$ cat src/rtl/hc_sr04_echo_rx_pkg.sv
// Shared definitions for the HC-SR04 echo receiver.
// Contents: FSM state encoding, echo-time to distance conversion constants,
// the error distance code and the conversion helper function.
package hc_sr04_echo_rx_pkg;

    typedef enum logic [2:0] {
        ST_IDLE      = 3'd0,
        ST_WAIT_RISE = 3'd1,
        ST_MEASURE   = 3'd2,
        ST_CALC      = 3'd3,
        ST_DONE      = 3'd4
    } state_e;

    // dist_mm = echo_us * 343 m/s / 2 ~= echo_us * 0.1715 ~= (echo_us * 11239) >> 16
    localparam logic [15:0] K_MM     = 16'd11239;
    localparam int          K_SHIFT  = 16;
    localparam logic [15:0] ERR_DIST = 16'hFFFF;

    // Fixed-point conversion; the product of a 16-bit time and the 14-bit
    // constant fits in 30 bits, the fractional millimetres are truncated.
    function automatic logic [15:0] us_to_mm(input logic [15:0] us);
        logic [31:0] prod;
        logic [31:0] shifted;
        prod    = {16'd0, us} * {16'd0, K_MM};
        shifted = prod >> K_SHIFT;
        return shifted[15:0];
    endfunction

endpackage

$ cat src/rtl/hc_sr04_echo_rx_if.sv
// Control/result bundle of the HC-SR04 echo receiver.
//   start   : one-cycle arm pulse from the trigger logic
//   busy    : measurement in progress (start accepted .. result cycle)
//   valid   : one-cycle result strobe
//   err     : result is a timeout
//   echo_us : measured echo high time in microseconds
//   dist_mm : distance in millimetres, 16'hFFFF on error
// master = trigger/consumer side, slave = receiver.
interface hc_sr04_echo_rx_if;

    logic        start;
    logic        busy;
    logic        valid;
    logic        err;
    logic [15:0] echo_us;
    logic [15:0] dist_mm;

    modport master (
        output start,
        input  busy,
        input  valid,
        input  err,
        input  echo_us,
        input  dist_mm
    );

    modport slave (
        input  start,
        output busy,
        output valid,
        output err,
        output echo_us,
        output dist_mm
    );

endinterface

$ cat src/rtl/hc_sr04_echo_rx_sync.sv
// echo_sync_edge: brings the asynchronous echo pin into the clk domain.
// Two synchroniser flops followed by one edge register stage, so the
// registered rise/fall strobes appear 3 cycles after a pin edge.
//   clk, rstn : clock, asynchronous active-low reset
//   echo      : raw echo pin
//   level     : synchronised echo level (aligned with the strobes)
//   rise/fall : one-cycle strobes on the synchronised level
module echo_sync_edge (
    input  logic clk,
    input  logic rstn,
    input  logic echo,
    output logic level,
    output logic rise,
    output logic fall
);

    logic sync1_r;
    logic sync2_r;
    logic level_r;
    logic rise_r;
    logic fall_r;

    // Synchroniser chain and registered edge detection
    always_ff @(posedge clk or negedge rstn) begin
        if (!rstn) begin
            sync1_r <= 1'b0;
            sync2_r <= 1'b0;
            level_r <= 1'b0;
            rise_r  <= 1'b0;
            fall_r  <= 1'b0;
        end else begin
            sync1_r <= echo;
            sync2_r <= sync1_r;
            level_r <= sync2_r;
            rise_r  <= sync2_r & ~level_r;
            fall_r  <= ~sync2_r & level_r;
        end
    end

    assign level = level_r;
    assign rise  = rise_r;
    assign fall  = fall_r;

endmodule

$ cat src/rtl/hc_sr04_echo_rx.sv
// hc_sr04_echo_rx: measures the HC-SR04 echo high time in microseconds after
// a trigger and converts it to millimetres.
//   clk, rstn : clock, asynchronous active-low reset
//   echo      : raw echo pin (asynchronous)
//   bus       : start in; busy/valid/err/echo_us/dist_mm out (all registered)
module hc_sr04_echo_rx
    import hc_sr04_echo_rx_pkg::*;
#(
    parameter int CLK_FREQ_MHZ    = 50,
    parameter int RISE_TIMEOUT_US = 2000,
    parameter int ECHO_TIMEOUT_US = 38000
) (
    input  logic              clk,
    input  logic              rstn,
    input  logic              echo,
    hc_sr04_echo_rx_if.slave  bus
);

    localparam int                CYC_W    = (CLK_FREQ_MHZ > 1) ? $clog2(CLK_FREQ_MHZ) : 1;
    localparam logic [CYC_W-1:0]  CYC_LAST = CYC_W'(CLK_FREQ_MHZ - 1);
    localparam logic [15:0]       RISE_TO  = 16'(RISE_TIMEOUT_US);
    localparam logic [15:0]       ECHO_TO  = 16'(ECHO_TIMEOUT_US);

    state_e            state_r;
    state_e            next_state_s;
    logic              level_s;
    logic              rise_s;
    logic              fall_s;
    logic [CYC_W-1:0]  cyc_r;
    logic [15:0]       us_r;
    logic              tick_s;
    logic [15:0]       us_next_s;
    logic              clr_cnt_s;
    logic              cap_fall_s;
    logic              rise_to_s;
    logic              echo_to_s;
    logic [15:0]       meas_r;
    logic              busy_r;
    logic              valid_r;
    logic              err_r;
    logic [15:0]       echo_us_r;
    logic [15:0]       dist_mm_r;

    echo_sync_edge u_sync (
        .clk   (clk),
        .rstn  (rstn),
        .echo  (echo),
        .level (level_s),
        .rise  (rise_s),
        .fall  (fall_s)
    );

    // us_next_s is the microsecond count including this cycle's tick, so a
    // fall or timeout seen now accounts for the microsecond completing now.
    assign tick_s    = (cyc_r == CYC_LAST);
    assign us_next_s = us_r + {15'd0, tick_s};

    // FSM state register
    always_ff @(posedge clk or negedge rstn) begin
        if (!rstn) begin
            state_r <= ST_IDLE;
        end else begin
            state_r <= next_state_s;
        end
    end

    // FSM next-state and control strobes
    always_comb begin
        next_state_s = state_r;
        clr_cnt_s    = 1'b0;
        cap_fall_s   = 1'b0;
        rise_to_s    = 1'b0;
        echo_to_s    = 1'b0;
        case (state_r)
            ST_IDLE: begin
                if (bus.start) begin
                    next_state_s = ST_WAIT_RISE;
                    clr_cnt_s    = 1'b1;
                end else begin
                    next_state_s = ST_IDLE;
                end
            end
            ST_WAIT_RISE: begin
                // Only a low-to-high transition arms the measurement; the
                // level qualifier guards against a stray strobe.
                if (rise_s && level_s) begin
                    next_state_s = ST_MEASURE;
                    clr_cnt_s    = 1'b1;
                end else if (us_next_s == RISE_TO) begin
                    next_state_s = ST_DONE;
                    rise_to_s    = 1'b1;
                end else begin
                    next_state_s = ST_WAIT_RISE;
                end
            end
            ST_MEASURE: begin
                // The fall strobe takes priority over a coincident timeout.
                if (fall_s) begin
                    next_state_s = ST_CALC;
                    cap_fall_s   = 1'b1;
                end else if (us_next_s == ECHO_TO) begin
                    next_state_s = ST_DONE;
                    echo_to_s    = 1'b1;
                end else begin
                    next_state_s = ST_MEASURE;
                end
            end
            ST_CALC: begin
                next_state_s = ST_DONE;
            end
            ST_DONE: begin
                next_state_s = ST_IDLE;
            end
            default: begin
                next_state_s = ST_IDLE;
            end
        endcase
    end

    // Microsecond time base: cycle divider and microsecond counter
    always_ff @(posedge clk or negedge rstn) begin
        if (!rstn) begin
            cyc_r <= '0;
            us_r  <= 16'd0;
        end else if (clr_cnt_s) begin
            cyc_r <= '0;
            us_r  <= 16'd0;
        end else if ((state_r == ST_WAIT_RISE) || (state_r == ST_MEASURE)) begin
            cyc_r <= tick_s ? '0 : (cyc_r + CYC_W'(1));
            us_r  <= us_next_s;
        end
    end

    // Capture of the echo time on the fall strobe
    always_ff @(posedge clk or negedge rstn) begin
        if (!rstn) begin
            meas_r <= 16'd0;
        end else if (cap_fall_s) begin
            meas_r <= us_next_s;
        end
    end

    // Registered outputs; result fields change only when DONE is entered
    always_ff @(posedge clk or negedge rstn) begin
        if (!rstn) begin
            busy_r    <= 1'b0;
            valid_r   <= 1'b0;
            err_r     <= 1'b0;
            echo_us_r <= 16'd0;
            dist_mm_r <= 16'd0;
        end else begin
            busy_r  <= (next_state_s != ST_IDLE);
            valid_r <= (next_state_s == ST_DONE);
            if (rise_to_s) begin
                err_r     <= 1'b1;
                echo_us_r <= 16'd0;
                dist_mm_r <= ERR_DIST;
            end else if (echo_to_s) begin
                err_r     <= 1'b1;
                echo_us_r <= ECHO_TO;
                dist_mm_r <= ERR_DIST;
            end else if (state_r == ST_CALC) begin
                err_r     <= 1'b0;
                echo_us_r <= meas_r;
                dist_mm_r <= us_to_mm(meas_r);
            end
        end
    end

    assign bus.busy    = busy_r;
    assign bus.valid   = valid_r;
    assign bus.err     = err_r;
    assign bus.echo_us = echo_us_r;
    assign bus.dist_mm = dist_mm_r;

endmodule

$ cat src/flat_wrapper.sv
// flat-port wrapper written by rule: the top's interface ports become plain ports
module hc_sr04_echo_rx_flat import hc_sr04_echo_rx_pkg::*;
#(
    parameter int CLK_FREQ_MHZ    = 50,
    parameter int RISE_TIMEOUT_US = 2000,
    parameter int ECHO_TIMEOUT_US = 38000
)
  (clk, rstn, echo, bus_start, bus_busy, bus_valid, bus_err, bus_echo_us, bus_dist_mm);
  hc_sr04_echo_rx_if bus_i ();
  input  logic clk;
  input  logic rstn;
  input  logic echo;
  input wire logic [$bits(bus_i.start)-1:0] bus_start;
  output wire logic [$bits(bus_i.busy)-1:0] bus_busy;
  output wire logic [$bits(bus_i.valid)-1:0] bus_valid;
  output wire logic [$bits(bus_i.err)-1:0] bus_err;
  output wire logic [$bits(bus_i.echo_us)-1:0] bus_echo_us;
  output wire logic [$bits(bus_i.dist_mm)-1:0] bus_dist_mm;
  assign bus_i.start = bus_start;
  assign bus_busy = bus_i.busy;
  assign bus_valid = bus_i.valid;
  assign bus_err = bus_i.err;
  assign bus_echo_us = bus_i.echo_us;
  assign bus_dist_mm = bus_i.dist_mm;
  hc_sr04_echo_rx #(.CLK_FREQ_MHZ(CLK_FREQ_MHZ), .RISE_TIMEOUT_US(RISE_TIMEOUT_US), .ECHO_TIMEOUT_US(ECHO_TIMEOUT_US)) u_core (.clk(clk), .rstn(rstn), .echo(echo), .bus(bus_i));
endmodule
$ cat config.mk
export PLATFORM = sky130hd
export DESIGN_NAME = hc_sr04_echo_rx_flat
export DESIGN_NICKNAME = d
export VERILOG_FILES = /design/src/rtl/hc_sr04_echo_rx_pkg.sv /design/src/rtl/hc_sr04_echo_rx_if.sv /design/src/rtl/hc_sr04_echo_rx_sync.sv /design/src/rtl/hc_sr04_echo_rx.sv /design/src/flat_wrapper.sv
export SDC_FILE = /design/constraint.sdc
export NUM_CORES = 1
export LEC_CHECK = 0
export ABC_AREA = 1
export CAP_MARGIN = 20
export CORE_AREA = 2 2 183 185
export CTS_CLUSTER_SIZE = 10
export DETAILED_ROUTE_END_ITERATION = 10
export DIE_AREA = 0 0 185 187
export GPL_ROUTABILITY_DRIVEN = 0
export PLACE_DENSITY = 0.49
export SYNTH_ARGS = -nofsm -noshare
export SYNTH_HDL_FRONTEND = slang
export SYNTH_SLANG_ARGS = --single-unit
$ cat constraint.sdc
create_clock -name clk -period 7.15 [get_ports clk]
set_clock_uncertainty 0.15 [all_clocks]
set_input_delay 1.0725 -clock clk [delete_from_list [all_inputs] [get_ports clk]]
set_output_delay 1.0725 -clock clk [all_outputs]
set_load 0.05 [all_outputs]
==> reports/metrics.yaml, run 1 <==
layout:
  area_growth_pct: 12.4
  utilization_pct: 31.9
  fill_cells: 3602
  num_antenna_cells: 0
  layout-drive-gt1-share_pct: 6.45
  final_nets: 1409
synthesis:
  netlist-cell-type-count: 39
  syn_area_um2: 9320
  yosys.area.top_type_share_pct: 21.7
  synth_area_leaders: "fa_1 22%, dfrtp_1 21%, ha_1 16%, inv_1 11%, nand2_1 8.9%"
  ys_seq_area_share_pct: 21.2
  syn-num-nets: 1373
  postSynthAreaPerCell_um2: 8.09
  syn_inst: 1152
  ys_ff_latch: 79
  synth_top_area_cell: "fa_1"
  yosys_warnings: 0
die:
  die_h_um: 187
  core-area_um2: 32900
  dieArea_um2: 34600
  chipWidth_um: 185
  io-pin-count: 39
  row_count: 67
  start_util_pct: 28.4
global_routing:
  grt_max_degree: 62
  grt_use_met2_pct: 23.3
  top_usage_layer: "met2"
  grt_pass1_vias: 7575
  grt_use_total_pct: 14.9
  use_met1_pct: 21.9
  overflow: 0
  grt_util_met3_pct: 1.87
  grt_pass1_wl_um: 40500
  antenna_found_initial: 0
power:
  p_per_area_nw_per_um2: 134
  ir_drop_mv: 0.276
  p_leak_nw: 5.61
  finalPower_w: 0.00141
run:
  drv_cap: 0
hold_path:
  hold_class: "reg2reg"
sta:
  hold_viol_final: 0
  layout_min_cycle_time_ns: 5.62
  slew_violations: 0
  setup_tns_ns: 0
  setup_viol: 0
  rsz0062_at_grt: "no"
  relSlewSlack_pct: 32.3
  finalCritPeriodShare_pct: 78.6
  whs_ns: 0.202
  worst_pin_slew_ns: 1.01
  setup_ws_ns: 1.53
  max_freq_mhz: 178
route:
  drt-pass1-iter-count: 5
  drc: 0
  wl_per_cell_um: 14.8
  ant_nets: 0
  via_count: 7325
  drt-total-wl_um: 24300
  vias_per_cell: 4.46
  drtIter0Drc: 382
cts:
  post_cts_buffers: 0
  cts-root-buf: "clkbuf_16"
  clk_pin_slew_ns: 0.07
  cts_hold_buf: 0
  cts_buffer_depth: 2
  clkSinkCount: 79
  clk_latency_ns: 0.36
  htreeDepth: 3
  numCtsBuffers: 9
  cts_tree: "done"
  cts_resized: 0
placement:
  port_buffers: 38
  detailed_place_hpwl_um: 20400
  dp_slack_ns: 1.53
setup_path:
  path_class: "reg2reg"
  cp-start-kind: "flop"
  critPathCaptureType: "flop"
  critPathRequiredTime_ns: 7.25
  path_max_fanout: 10
  crit_arrival_ns: 5.72
status:
  status: "finished, final reports clean"
stage by stage:
step	cells	area, um2
finish	1641	10500
global route	1641	10500
CTS	1641	10500
detailed placement	1625	10200
global placement	1625	10200
floorplan	1152	9320
synth_stat cells, drive strengths merged:
| master | n |
|---|---|
| a22o | 1 |
| or2 | 2 |
| clkbuf | 11 |
| inv | 284 |
| xor2 | 3 |
| nand4 | 33 |
| nand2 | 231 |
| nand2b | 1 |
| o22ai | 11 |
| o21bai | 4 |
| dfrtp | 79 |
| o21a | 1 |
| o21ai | 52 |
| buf | 5 |
| fa | 101 |
| ha | 116 |
| a31oi | 2 |
| xnor2 | 1 |
| o32ai | 1 |
| and2 | 2 |
| nand3 | 55 |
| a21oi | 43 |
| nand3b | 2 |
| nor3 | 11 |
| nor2 | 99 |
| and3 | 1 |
sequential cells by signal, summed over array words and instances (netlist names):
signal	flops
u_core.state_r	3
u_core.bus.dist_mm	15
u_core.us_r	16
u_core.u_sync.rise	1
u_core.u_sync.sync2_r	1
u_core.meas_r	16
u_core.bus.valid	1
u_core.cyc_r	6
u_core.bus.busy	1
u_core.u_sync.sync1_r	1
u_core.u_sync.fall	1
u_core.bus.echo_us	16
u_core.u_sync.level	1
path summary, 6_finish.rpt:
check,startpoint,endpoint,slack (ns),cells past startpoint
setup / recovery,u_core.meas_r[7],u_core.bus.dist_mm[1],1.53,20
hold / removal,u_core.u_sync.sync1_r,u_core.u_sync.sync2_r,0.20,0
setup reg to reg,u_core.meas_r[7],u_core.bus.dist_mm[1],1.53,20
hold reg to reg,u_core.u_sync.sync1_r,u_core.u_sync.sync2_r,0.20,0
max in group asynchronous,rstn,u_core.bus.dist_mm[13],5.31,2
min in group asynchronous,rstn,u_core.us_r[9],0.43,1
cells by family (layout without fill, tap and decap cells):
family | count (synthesis) | count (layout) | synth area share, %
AO/OA/AOI/OAI | 115 | 115 | 6.73
XOR/XNOR | 4 | 4 | 0.376
adder cells (fa/ha/maj) | 217 | 217 | 37.3
buffers and inverters | 300 | 341 | 12.4
flip-flops | 79 | 79 | 21.2
AND/OR/NAND/NOR | 437 | 437 | 22.0
where the power goes:
| part | internal [W] | switching [W] |
|---|---|---|
| clock | 0.000237 | 0.000212 |
| combinational | 0.000128 | 0.000306 |
| sequential | 0.000494 | 0.0000302 |
placed cells by master (no fill, tap or decap), drive strengths merged:
cell type      instances
or2                    2
fa                   101
o32ai                  1
o21ai                 52
o22ai                 11
nand4                 33
buf                    4
nor2                  99
a22o                   1
nor3                  11
xor2                   3
a21oi                 43
nand3b                 2
inv                  286
ha                   116
xnor2                  1
a31oi                  2
nand3                 55
clkbuf                10
and2                   2
nand2                231
clkinv                 1
o21a                   1
clkinvlp               3
nand2b                 1
dfrtp                 79
o21bai                 4
clkdlybuf4s50         37
and3                   1
per-layer routing:
layer | up-vias | part of all wire [%]
li1 | 3638 | -
met1 | 3577 | 50
met2 | 93 | 45
met3 | 17 | 2.9
met4 | 0 | 1.4
met5 | - | 0
final cells by class:
class	instances	area (um2)	area share, %
inverter	284	1070	10.2
clock buffer	10	229	2.19
timing repair buffer	41	400	3.82
tap	448	561	5.35
multi-input combinational	773	6190	59.1
sequential	79	1980	18.9
clock inverter	6	45.0	0.430
worst max-delay path: stages, from the launching register on:
cell and delay (ns):
dfrtp_1 0.67, fa_1 0.54, fa_1 0.53, inv_1 0.05, fa_1 0.47, inv_1 0.05, fa_1 0.50, fa_1 0.54
inv_1 0.05, fa_1 0.50, inv_1 0.04, ha_1 0.31, nand2_1 0.13, inv_1 0.05, a21oi_1 0.23, o21bai_1 0.12
a21oi_1 0.16, xor2_1 0.16, nor2_1 0.05, nor2_1 0.13, nand2_1 0.06
(Power assumes the default switching activity.)
==> run 2, diff against run 1 <==
==> constraint.sdc (replaced) <==
create_clock -name clk -period 5.8 [get_ports clk]
set_clock_uncertainty 0.15 [all_clocks]
set_input_delay 0.87 -clock clk [delete_from_list [all_inputs] [get_ports clk]]
set_output_delay 0.87 -clock clk [all_outputs]
set_load 0.05 [all_outputs]
==> reports/metrics.yaml, run 2 (synthesis gave the netlist of run 1 again) <==
status:
  status: "finished, final reports clean"
die:
  chipWidth_um: 185
  dieArea_um2: 34600
  core-area_um2: 32900
  start_util_pct: 28.4
  die_h_um: 187
  row_count: 67
  io-pin-count: 39
route:
  via_count: 7370
  drt-total-wl_um: 24300
  drtIter0Drc: 414
  vias_per_cell: 4.47
  drc: 0
  ant_nets: 0
  wl_per_cell_um: 14.7
  drt-pass1-iter-count: 5
hold_path:
  hold_path_startpoint: "u_core.u_sync.sync1_r"
  hold_class: "reg2reg"
power:
  p_int_w: 0.00107
  p_per_area_nw_per_um2: 166
  clock_power_share_pct: 31.7
  p_leak_nw: 5.65
  combPwrFrac_pct: 31.4
  switching_share_pct: 39.0
  ir_drop_mv: 0.241
  power_switching_w: 0.000682
  p_seq_share_pct: 36.9
placement:
  detailed_place_hpwl_um: 20600
  port_buffers: 38
sta:
  finalCritPeriodShare_pct: 94.4
  worst_pin_slew_ns: 0.997
  setup_viol: 0
  layout_min_cycle_time_ns: 5.48
  setup_tns_ns: 0
  hold_viol_final: 0
  relSlewSlack_pct: 33.5
  slew_violations: 0
  max_freq_mhz: 183
  rsz0062_at_grt: "no"
layout:
  final_common_cell: "inv_1"
  utilization_pct: 32.1
  final_nets: 1417
  area_growth_pct: 13.2
  layout-drive-gt1-share_pct: 7.74
  layout_common_cells: "274 x inv_1, 220 x nand2_1, 116 x ha_1, 101 x fa_1, 75 x dfrtp_1"
  num_antenna_cells: 0
setup_path:
  critPathCaptureType: "flop"
  path_max_fanout: 6
  crit_start: "u_core.meas_r[5]"
  cp-start-kind: "flop"
  crit_arrival_ns: 5.55
  path_class: "reg2reg"
  rr_startpoint: "u_core.meas_r[5]"
  critPathRequiredTime_ns: 5.87
  r2r_slack_ns: 0.32
cts:
  numCtsBuffers: 9
  htreeDepth: 3
  clk_pin_slew_ns: 0.07
  cts_resized: 0
  cts_buffer_depth: 2
  cts-root-buf: "clkbuf_16"
  post_cts_buffers: 0
  cts_hold_buf: 0
  clk_latency_ns: 0.37
  clkSinkCount: 79
  cts_tree: "done"
global_routing:
  grt_pass1_wl_um: 40000
  grt_use_total_pct: 14.8
  grt_max_degree: 58
  overflow: 0
  antenna_found_initial: 0
  grt_pass1_vias: 7583
run:
  drv_cap: 0
run 2: cell types whose count changed in the layout (fill, tap and decap cells not counted), sizes merged:
cell,before,now
clkinv,1,2
clkinvlp,3,2
buf,4,12
run 2: area by class of cell:
cell class,instances,area (um2)
clock inverter,6,42.5
sequential,79,1980
multi-input combinational,773,6200
clock buffer,10,229
timing repair buffer,49,460
fill,3616,22300
inverter,284,1070
tap,448,561
run 2: critical path: stages (launching register included):
cell and delay [ns]:
dfrtp_1 0.47, buf_4 0.20, fa_1 0.47, fa_1 0.40, inv_1 0.08, fa_1 0.40
inv_1 0.08, fa_1 0.43, fa_1 0.55, inv_1 0.05, fa_1 0.51, inv_1 0.05
ha_1 0.32, a21oi_1 0.24, o21ai_0 0.17, inv_1 0.10, nand3_1 0.10, nand2_1 0.07
nand2_1 0.06, o21ai_0 0.32, nand3_1 0.12
run 2: power by group through the flow:
stage	Sequential, W	Combinational [W]	Clock [W]
2_1_floorplan	0.000778	0.000255	0
3_3_place_gp	0.000656	0.000550	0
3_5_place_dp	0.000654	0.000552	0
4_1_cts	0.000645	0.000556	0.000569
5_1_grt	0.000652	0.000598	0.000590
6_report	0.000645	0.000549	0.000553
run 2: stage by stage:
step                      cell area, um2  std cells  hold slack, ns  setup WS, ns  power, W
after floorplan                     9320       1152           0.181         0.588   0.00103
after global placement             10300       1633           0.187         0.169   0.00121
after detailed placement           10300       1633           0.187         0.228   0.00121
after CTS                          10500       1649           0.202         0.193   0.00177
after global routing               10500       1649           0.215        0.0307   0.00184
final                              10500       1649           0.199         0.323   0.00175
run 2: final timing paths:
kind,cells after the start,end
max,20,u_core.bus.dist_mm[0]
min,0,u_core.u_sync.sync2_r
max reg2reg,20,u_core.bus.dist_mm[0]
min reg2reg,0,u_core.u_sync.sync2_r
max in group asynchronous,2,u_core.bus.echo_us[8]
min in group asynchronous,1,u_core.meas_r[11]
run 2: metal layers:
metal	track usage [%]	vias up	routed length (um)
li1	-	3651	-
met5	0	-	0
met3	1.83	16	744
met2	23.4	107	11200
met1	21.4	3596	12100
met4	3.75	0	338
==> run 3, diff against run 2 <==
--- a/config.mk
+++ b/config.mk
@@ -16,3 +16,4 @@
 export SYNTH_ARGS = -nofsm -noshare
 export SYNTH_HDL_FRONTEND = slang
 export SYNTH_SLANG_ARGS = --single-unit
+export TNS_END_PERCENT = 100
==> results of run 3 <==
The final DEF is identical to that of run 2; final timing and power are the same.
